==> config.mk <==
export PLATFORM = sky130hd
export DESIGN_NAME = dsi_pattern_gen
export DESIGN_NICKNAME = d
export VERILOG_FILES = /design/src/rtl/dsi_pattern_gen_pkg.sv /design/src/rtl/dsi_pattern_pixel.sv /design/src/rtl/dsi_pattern_gen.sv
export SDC_FILE = /design/constraint.sdc
export NUM_CORES = 1
export LEC_CHECK = 0
export BUFFER_PORTS_ARGS = -buffer_cell sky130_fd_sc_hd__clkbuf_2
export CELL_PAD_IN_SITES_DETAIL_PLACEMENT = 2
export CELL_PAD_IN_SITES_GLOBAL_PLACEMENT = 2
export CORE_MARGIN = 3
export CORE_UTILIZATION = 39
export DETAILED_ROUTE_END_ITERATION = 8
export GPL_ROUTABILITY_DRIVEN = 1
export PLACE_DENSITY = 0.77
export SYNTH_ARGS = -nofsm -noshare
export SYNTH_HDL_FRONTEND = slang
export SYNTH_SLANG_ARGS = --single-unit
==> constraint.sdc <==
create_clock -name clk_i -period 9.4 [get_ports clk_i]
set_input_delay 1.88 -clock clk_i [delete_from_list [all_inputs] [get_ports clk_i]]
set_output_delay 1.88 -clock clk_i [all_outputs]
set_load 0.03 [all_outputs]
==> src/rtl/dsi_pattern_gen_pkg.sv <==
// dsi_pattern_gen_pkg: register map, pattern mode codes, FSM states and bar palette
package dsi_pattern_gen_pkg;

    localparam logic [3:0] REG_TEST_XSIZE  = 4'd0;
    localparam logic [3:0] REG_TEST_YSIZE  = 4'd1;
    localparam logic [3:0] REG_TEST_CTL    = 4'd2;
    localparam logic [3:0] REG_TEST_COLOR  = 4'd3;
    localparam logic [3:0] REG_TEST_STATUS = 4'd4;

    localparam logic [2:0] MODE_BAR     = 3'd0;
    localparam logic [2:0] MODE_HRAMP   = 3'd1;
    localparam logic [2:0] MODE_VRAMP   = 3'd2;
    localparam logic [2:0] MODE_CHECKER = 3'd3;
    localparam logic [2:0] MODE_SOLID   = 3'd4;

    typedef enum logic [1:0] {
        ST_IDLE            = 2'd0,
        ST_WAIT_NEXT_FRAME = 2'd1,
        ST_VSYNC           = 2'd2,
        ST_IMAGE           = 2'd3
    } state_t;

    // Index 0 sits in the low 24 bits: red, green, blue, yellow, cyan, magenta, grey, black
    localparam logic [8*24-1:0] BAR_COLORS = {
        24'h000000, 24'h808080, 24'hFF00FF, 24'h00FFFF,
        24'hFFFF00, 24'h0000FF, 24'h00FF00, 24'hFF0000
    };

    function automatic logic [23:0] bar_color(input logic [2:0] idx);
        bar_color = BAR_COLORS[idx*24 +: 24];
    endfunction

endpackage

==> src/rtl/dsi_pattern_pixel.sv <==
// dsi_pattern_pixel: combinational map from one lane's coordinates and frame config to RGB
module dsi_pattern_pixel
    import dsi_pattern_gen_pkg::*;
#(
    parameter int g_coord_width = 12
) (
    input  logic [g_coord_width-1:0] i_xs,
    input  logic [g_coord_width-1:0] i_x,
    input  logic [g_coord_width-1:0] i_y,
    input  logic [g_coord_width-1:0] i_xsize,
    input  logic [g_coord_width-1:0] i_ysize,
    input  logic [2:0]               i_mode,
    input  logic [3:0]               i_bar_shift,
    input  logic                     i_border_en,
    input  logic [23:0]              i_color,
    output logic [23:0]              o_rgb
);

    logic [g_coord_width-1:0] w_xsh;
    logic [g_coord_width-1:0] w_ysh;
    logic                     w_unused_sh;
    logic                     w_border;
    logic [23:0]              w_pat;

    assign w_xsh       = i_xs >> i_bar_shift;
    assign w_ysh       = i_y >> i_bar_shift;
    assign w_unused_sh = ^{w_xsh, w_ysh};

    // Border uses unscrolled coordinates so the frame outline stays fixed while content moves
    assign w_border = i_border_en && (i_x == '0 || i_y == '0 || i_x == i_xsize || i_y == i_ysize);

    always_comb begin
        w_pat = i_mode == MODE_BAR     ? bar_color(w_xsh[2:0]) :
                i_mode == MODE_HRAMP   ? {3{i_xs[7:0]}} :
                i_mode == MODE_VRAMP   ? {3{i_y[7:0]}} :
                i_mode == MODE_CHECKER ? {24{w_xsh[0] ^ w_ysh[0]}} :
                i_mode == MODE_SOLID   ? i_color : 24'h000000;
    end

    assign o_rgb = w_border ? 24'hFFFFFF : w_pat;

endmodule

==> src/rtl/dsi_pattern_gen.sv <==
// dsi_pattern_gen: multi-mode test image source with host registers and a pixel-FIFO style read port
module dsi_pattern_gen
    import dsi_pattern_gen_pkg::*;
#(
    parameter int g_pixels_per_clock = 1,
    parameter int g_coord_width      = 12
) (
    input  logic                            clk_i,
    input  logic                            rst_i,
    input  logic [3:0]                      host_a_i,
    input  logic [31:0]                     host_d_i,
    output logic [31:0]                     host_d_o,
    input  logic                            host_wr_i,
    output logic                            fifo_empty_o,
    input  logic                            fifo_rd_i,
    output logic [24*g_pixels_per_clock-1:0] fifo_pixels_o,
    output logic                            pix_vsync_o,
    input  logic                            pix_next_frame_i,
    output logic                            test_en_o
);

    localparam int P  = g_pixels_per_clock;
    localparam int CW = g_coord_width;

    logic [CW-1:0]   r_xsize;
    logic [CW-1:0]   r_ysize;
    logic [9:0]      r_ctl;
    logic [23:0]     r_color;
    logic [31:0]     r_host_d;

    logic [CW-1:0]   r_s_xsize;
    logic [CW-1:0]   r_s_ysize;
    logic [2:0]      r_s_mode;
    logic [3:0]      r_s_shift;
    logic            r_s_border;
    logic [23:0]     r_s_color;

    state_t          r_state;
    logic [CW-1:0]   r_xcnt;
    logic [CW-1:0]   r_ycnt;
    logic [CW-1:0]   r_offset;
    logic [15:0]     r_frame_cnt;
    logic            r_vsync;
    logic            r_empty;
    logic [24*P-1:0] r_pixels;

    logic [CW-1:0]   w_lane_x [P];
    logic [CW-1:0]   w_lane_xs [P];
    logic [24*P-1:0] w_beat;
    logic            w_line_end;
    logic            w_frame_end;
    logic            w_dis;
    logic [31:0]     w_rd;
    logic            w_unused_d;

    assign w_unused_d = &{1'b0, host_d_i[31:24]};

    for (genvar k = 0; k < P; k++) begin : g_lane
        assign w_lane_x[k]  = r_xcnt * CW'(P) + CW'(k);
        assign w_lane_xs[k] = w_lane_x[k] + r_offset;
        dsi_pattern_pixel #(
            .g_coord_width(CW)
        ) u_pix (
            .i_xs       (w_lane_xs[k]),
            .i_x        (w_lane_x[k]),
            .i_y        (r_ycnt),
            .i_xsize    (r_s_xsize),
            .i_ysize    (r_s_ysize),
            .i_mode     (r_s_mode),
            .i_bar_shift(r_s_shift),
            .i_border_en(r_s_border),
            .i_color    (r_s_color),
            .o_rgb      (w_beat[24*k +: 24])
        );
    end

    assign w_line_end  = w_lane_x[P-1] == r_s_xsize;
    assign w_frame_end = w_line_end && r_ycnt == r_s_ysize;
    assign w_dis       = host_wr_i && host_a_i == REG_TEST_CTL && !host_d_i[0];

    always_comb begin
        w_rd = host_a_i == REG_TEST_XSIZE  ? 32'(r_xsize) :
               host_a_i == REG_TEST_YSIZE  ? 32'(r_ysize) :
               host_a_i == REG_TEST_CTL    ? {22'd0, r_ctl} :
               host_a_i == REG_TEST_COLOR  ? {8'd0, r_color} :
               host_a_i == REG_TEST_STATUS ? {14'd0, r_state, r_frame_cnt} : 32'd0;
    end

    always_ff @(posedge clk_i or posedge rst_i) begin
        if (rst_i) begin
            r_xsize  <= '0;
            r_ysize  <= '0;
            r_ctl    <= '0;
            r_color  <= '0;
            r_host_d <= '0;
        end else begin
            r_host_d <= w_rd;
            if (host_wr_i && host_a_i == REG_TEST_XSIZE) r_xsize <= host_d_i[CW-1:0];
            if (host_wr_i && host_a_i == REG_TEST_YSIZE) r_ysize <= host_d_i[CW-1:0];
            if (host_wr_i && host_a_i == REG_TEST_CTL) r_ctl <= host_d_i[9:0];
            if (host_wr_i && host_a_i == REG_TEST_COLOR) r_color <= host_d_i[23:0];
        end
    end

    always_ff @(posedge clk_i or posedge rst_i) begin
        if (rst_i) begin
            r_state     <= ST_IDLE;
            r_xcnt      <= '0;
            r_ycnt      <= '0;
            r_offset    <= '0;
            r_frame_cnt <= '0;
            r_vsync     <= 1'b0;
            r_empty     <= 1'b0;
            r_pixels    <= '0;
            r_s_xsize   <= '0;
            r_s_ysize   <= '0;
            r_s_mode    <= '0;
            r_s_shift   <= '0;
            r_s_border  <= 1'b0;
            r_s_color   <= '0;
        end else if (w_dis) begin
            r_state  <= ST_IDLE;
            r_vsync  <= 1'b0;
            r_empty  <= 1'b1;
            r_pixels <= '0;
        end else begin
            case (r_state)
                ST_IDLE: begin
                    r_empty <= 1'b1;
                    if (r_ctl[0]) begin
                        r_xcnt  <= '0;
                        r_ycnt  <= '0;
                        r_state <= ST_WAIT_NEXT_FRAME;
                    end
                end
                ST_WAIT_NEXT_FRAME: begin
                    if (pix_next_frame_i) begin
                        r_vsync    <= 1'b1;
                        r_s_xsize  <= r_xsize;
                        r_s_ysize  <= r_ysize;
                        r_s_mode   <= r_ctl[3:1];
                        r_s_shift  <= r_ctl[7:4];
                        r_s_border <= r_ctl[8];
                        r_s_color  <= r_color;
                        r_state    <= ST_VSYNC;
                    end
                end
                ST_VSYNC: begin
                    if (!pix_next_frame_i) begin
                        r_vsync <= 1'b0;
                        r_empty <= 1'b0;
                        r_state <= ST_IMAGE;
                    end
                end
                ST_IMAGE: begin
                    if (fifo_rd_i) begin
                        r_pixels <= w_beat;
                        if (w_frame_end) begin
                            r_xcnt      <= '0;
                            r_ycnt      <= '0;
                            r_empty     <= 1'b1;
                            r_frame_cnt <= r_frame_cnt + 16'd1;
                            r_offset    <= r_ctl[9] ? r_offset + CW'(1) : '0;
                            r_state     <= ST_WAIT_NEXT_FRAME;
                        end else if (w_line_end) begin
                            r_xcnt <= '0;
                            r_ycnt <= r_ycnt + CW'(1);
                        end else begin
                            r_xcnt <= r_xcnt + CW'(1);
                        end
                    end
                end
                default: r_state <= ST_IDLE;
            endcase
        end
    end

    assign host_d_o      = r_host_d;
    assign fifo_empty_o  = r_empty;
    assign fifo_pixels_o = r_pixels;
    assign pix_vsync_o   = r_vsync;
    assign test_en_o     = r_ctl[0];

endmodule

==> run_results.csv <==
group,metric,value,unit
grt,global_route.peak_usage_layer,"met2",
critical_path,worstPathMaxFanout,33,
outcome,run_status,"complete, no violations",
critical_path,setup.worst_path.end,"r_s_ysize[6]",
synth,netlist.top_cell.by_area,"sky130_fd_sc_hd__dfrtp_1",
cells_and_area,antenna-diode-count,0,
grt,gr-usage-met1,33.01,%
critical_path,cp.depth,7,
synth,synth-edff-count,0,
drt,wl_per_cell,24.98,um
clock_tree,clkSlewWorstSetupHoldPaths,0.06,ns
critical_path,critPathRequiredTime,9.84,ns
cells_and_area,layout_cell_share_with_drive_strength_beyond_1,24.76,%
drt,antenna_left,0,
sta,setup-violations-final,0,
critical_path,path_delay_family,"simple AND/OR/NAND/NOR gates",
placement,dp_slack,3.880,ns
synth,netlist-cell-type-count,68,
drt,detail_route.vias_per_cell,5.789,
clock_tree,clock_sink_count,218,
synth,syn-instance-count,1041,
critical_path,crit_type,"in2reg",
drt,routed-via-count,8678,
pwr,power_report.internal_total,2.408,mW
grt,grt.total_usage,24.67,%
critical_path,cp_cell_sequence,"clkbuf_2 -> nor4b_1 -> nand2_1 -> or2_2 -> and3_2 -> buf_4 -> mux2_2",
grt,first_pass_grt_wire_length,59120,um
grt,grt_util_met2,42.14,%
critical_path,rrSetupSlack,4.64,ns
grt,groute.layer.met3.usage,3.320,%
min_path,hold_path_class,"reg2reg",
placement,gpl.final_weighted_congestion,0.8089,
sta,final_max_slew_viol_count,0,
sta,achievable-frequency,0.1958,GHz
clock_tree,cts.hold.buffers_added,0,
critical_path,crit-reg2reg-launch,"r_xcnt[0]",
sta,timing_hold_violations_final,0,
floorplanning,row_count,60,
pwr,power.ir.vdd_worst,165.2,uV
drt,drt-initial-drc-count,514,
floorplanning,die-width,174.2,um
pwr,p_seq_share,39.4,%
drt,drt_first_pass_iters,5,
floorplanning,die_height,174.2,um
synth,yosys_register_bits,218,
cells_and_area,layout_commonest_cell,"sky130_fd_sc_hd__dfrtp_1",
critical_path,critical_path.startpoint_type,"input port",
synth,yosysTopAreaCellShare,49.43,%
pwr,swShare,36.70,%
clock_tree,buffer_levels_on_the_longest_clock_path,3,
drt,detail_route.wirelength,37450,um
sta,shortest_clock_period_the_worst_path_allows_after_layout,5.107,ns
synth,share_of_synthesized_registers_carrying_an_async_set_or_reset,100.0,%
synth,synth-main-ff-cell,"sky130_fd_sc_hd__dfrtp_1",
floorplanning,pin_count,100,
critical_path,crit_path_top_delay_cell,"sky130_fd_sc_hd__or2_2",
floorplanning,start_util,40.27,%
drt,drc,0,
synth,synth-warning-count,0,
grt,grt_start_max_net_pins,108,
critical_path,kind_of_end_point_of_the_critical_path,"flip-flop",
pwr,net-switching-power,1.396,mW
sta,post-route-period-util,54.33,%
synth,synth_area,0.01104,mm2
sta,worst_slack,4.293,ns
clock_tree,post_cts_resized,0,
floorplanning,design.core.area,0.02740,mm2
cells_and_area,area_growth,15.86,%
placement,place.port_buffers,83,
pwr,static-leakage-power,5.789,nW
critical_path,timing.reg2reg.worst_path_depth,14,
critical_path,cp_data_arrival_time,5.54,ns
job,drv.max_cap_violation_count,0,
cells_and_area,layout.nets,1175,
sta,fin_tns_setup,0,ns
clock_tree,deepest_level_of_the_cts_h_tree,1,
sta,timing.slew.headroom,34.89,%
pwr,share_comb_of_total_power,29.8,%
sta,unrepaired_setup_endpoints_after_global_routing,"no",
clock_tree,cts_buffers,26,
synth,portion_of_the_post_synthesis_area_used_by_sequential_elements,49.43,%
clock_tree,cts_root_buffer,"sky130_fd_sc_hd__clkbuf_16",
sta,tightest_slew,0.9692,ns
critical_path,cpPeakStageDelay,0.71,ns
critical_path,reg2reg_to,"fifo_pixels_o[21]",
clock_tree,tritoncts,"done",
critical_path,critPathBufInv,2,
sta,clock_skew,0.03450,ns
floorplanning,floorplan.die_area,0.03035,mm2
pwr,power.clock.fraction,30.8,%
critical_path,cp-startpoint,"host_a_i[3]",
grt,first_global_vias,9690,
synth,synthesis.area_per_instance,10.60,um2
synth,netlist_top_cells_area,"sky130_fd_sc_hd__dfrtp_1, sky130_fd_sc_hd__mux2_2, sky130_fd_sc_hd__xor2_1",
pwr,power_density,297.6,mW/mm2
grt,global_route_congestion_overflow_total,0,
clock_tree,worstSkewPairLatency,0.55,ns
placement,dp.final_hpwl,25060,um
clock_tree,cts.repair_timing.setup_buffer_count,0,
grt,grt_antenna_before_repair,1,
cells_and_area,most-common-layout-cells,"sky130_fd_sc_hd__dfrtp_1, sky130_fd_sc_hd__mux2_2, sky130_fd_sc_hd__nand2_1",
## per-stage QoR
stage / total power [mW] / std cells / hold slack, ns / utilization [%] / cell area [um2]
floorplan: 2.208 / 1048 / 0.4459 / - / 11060
finish: 3.805 / 1499 / 0.5014 / 46.66 / 12790
CTS: 3.828 / 1499 / 0.5032 / 46.66 / 12790
global route: 4.008 / 1499 / 0.5168 / 46.66 / 12790
detailed placement: 2.595 / 1452 / 0.4904 / 42.98 / 11780
global placement: 2.526 / 1452 / 0.4888 / 42.98 / 11780
## worst min path at each step
stage | cells past startpoint | endpoint | start | slack (ns)
global placement | 1 | host_d_o[23] | r_color[23] | 0.49
finish | 1 | r_frame_cnt[8] | r_frame_cnt[8] | 0.50
global route | 1 | r_frame_cnt[3] | r_frame_cnt[3] | 0.52
floorplan | 1 | r_frame_cnt[15] | r_frame_cnt[15] | 0.45
detailed placement | 1 | r_frame_cnt[8] | r_frame_cnt[8] | 0.49
CTS | 1 | r_frame_cnt[8] | r_frame_cnt[8] | 0.50
## cells in the mapped netlist (all sizes together), types with 11 or more instances
| cell type | instances |
|---|---|
| and3 | 11 |
| xnor2 | 19 |
| dfrtp | 218 |
| nor3 | 23 |
| mux2 | 115 |
| nor2 | 69 |
| nand2 | 90 |
| a21o | 12 |
| nand3 | 29 |
| o21ai | 53 |
| and2 | 11 |
| nand4 | 12 |
| clkbuf | 44 |
| ha | 25 |
| buf | 16 |
| nand2b | 12 |
| or2 | 11 |
| xor2 | 39 |
| o31ai | 12 |
| inv | 27 |
| nor4 | 13 |
| a21oi | 58 |
| a22oi | 29 |
## cell families (layout without fill, tap and decap cells)
group,after synthesis,after routing,share of synthesized area [%]
AOI/OAI and AO/OA,222,222,13.48
xor gates and xnor gates,58,58,4.603
adders and majority gates,26,26,3.016
buffers and inverters,88,167,3.299
DFF,218,218,49.43
muxes,124,124,12.89
other,1,8,0.03398
and+or+nand+nor,304,304,13.24
## metal layers
metal	up-vias	share of wire [%]
li1	3856	-
met1	4560	44
met2	196	50
met3	66	4.1
met4	0	2.6
met5	-	0
## flip-flops by register name, indices dropped and copies added, names as in the netlist
| register | flops |
|---|---|
| fifo_pixels_o | 24 |
| host_d_o | 24 |
| r_color | 24 |
| r_s_color | 24 |
| r_frame_cnt | 16 |
| r_offset | 12 |
| r_s_xsize | 12 |
| r_s_ysize | 12 |
| r_xcnt | 12 |
| r_xsize | 12 |
| r_ycnt | 12 |
| r_ysize | 12 |
| r_ctl | 10 |
| r_s_shift | 4 |
| r_s_mode | 3 |
| r_state | 2 |
| fifo_empty_o | 1 |
| pix_vsync_o | 1 |
| r_s_border | 1 |
## layout make-up
| class | instances | area (um2) |
|---|---|---|
| flip-flops and latches | 218 | 5455 |
| inverters | 28 | 112.6 |
| well taps | 372 | 465.4 |
| clock inverters | 11 | 270.3 |
| repair buffers | 92 | 483.0 |
| multi-input cells | 742 | 5261 |
| fillers | 2853 | 14620 |
| clock buffers | 36 | 738.2 |
## worst reg2reg max path, cell delays in order, from the launching register on
cell	delay, ns
sky130_fd_sc_hd__dfrtp_1	0.44
sky130_fd_sc_hd__ha_1	0.27
sky130_fd_sc_hd__inv_1	0.08
sky130_fd_sc_hd__fa_1	0.41
sky130_fd_sc_hd__nand2b_1	0.19
sky130_fd_sc_hd__a211oi_1	0.62
sky130_fd_sc_hd__o21ai_0	0.22
sky130_fd_sc_hd__and2_1	0.22
sky130_fd_sc_hd__a2111oi_0	0.56
sky130_fd_sc_hd__a32oi_2	0.18
sky130_fd_sc_hd__inv_2	0.14
sky130_fd_sc_hd__ha_1	0.26
sky130_fd_sc_hd__mux2_2	0.27
sky130_fd_sc_hd__a21oi_1	0.54
sky130_fd_sc_hd__a31oi_1	0.17
## power groups by stage
stage / clock, mW / combinational [mW] / sequential, mW
2_1_floorplan: 0 / 0.750 / 1.46
3_3_place_gp: 0 / 1.06 / 1.47
5_1_grt: 1.24 / 1.24 / 1.53
6_report: 1.17 / 1.13 / 1.50
4_1_cts: 1.19 / 1.14 / 1.49
3_5_place_dp: 0 / 1.11 / 1.49
Power figures use the tool's default switching activity.
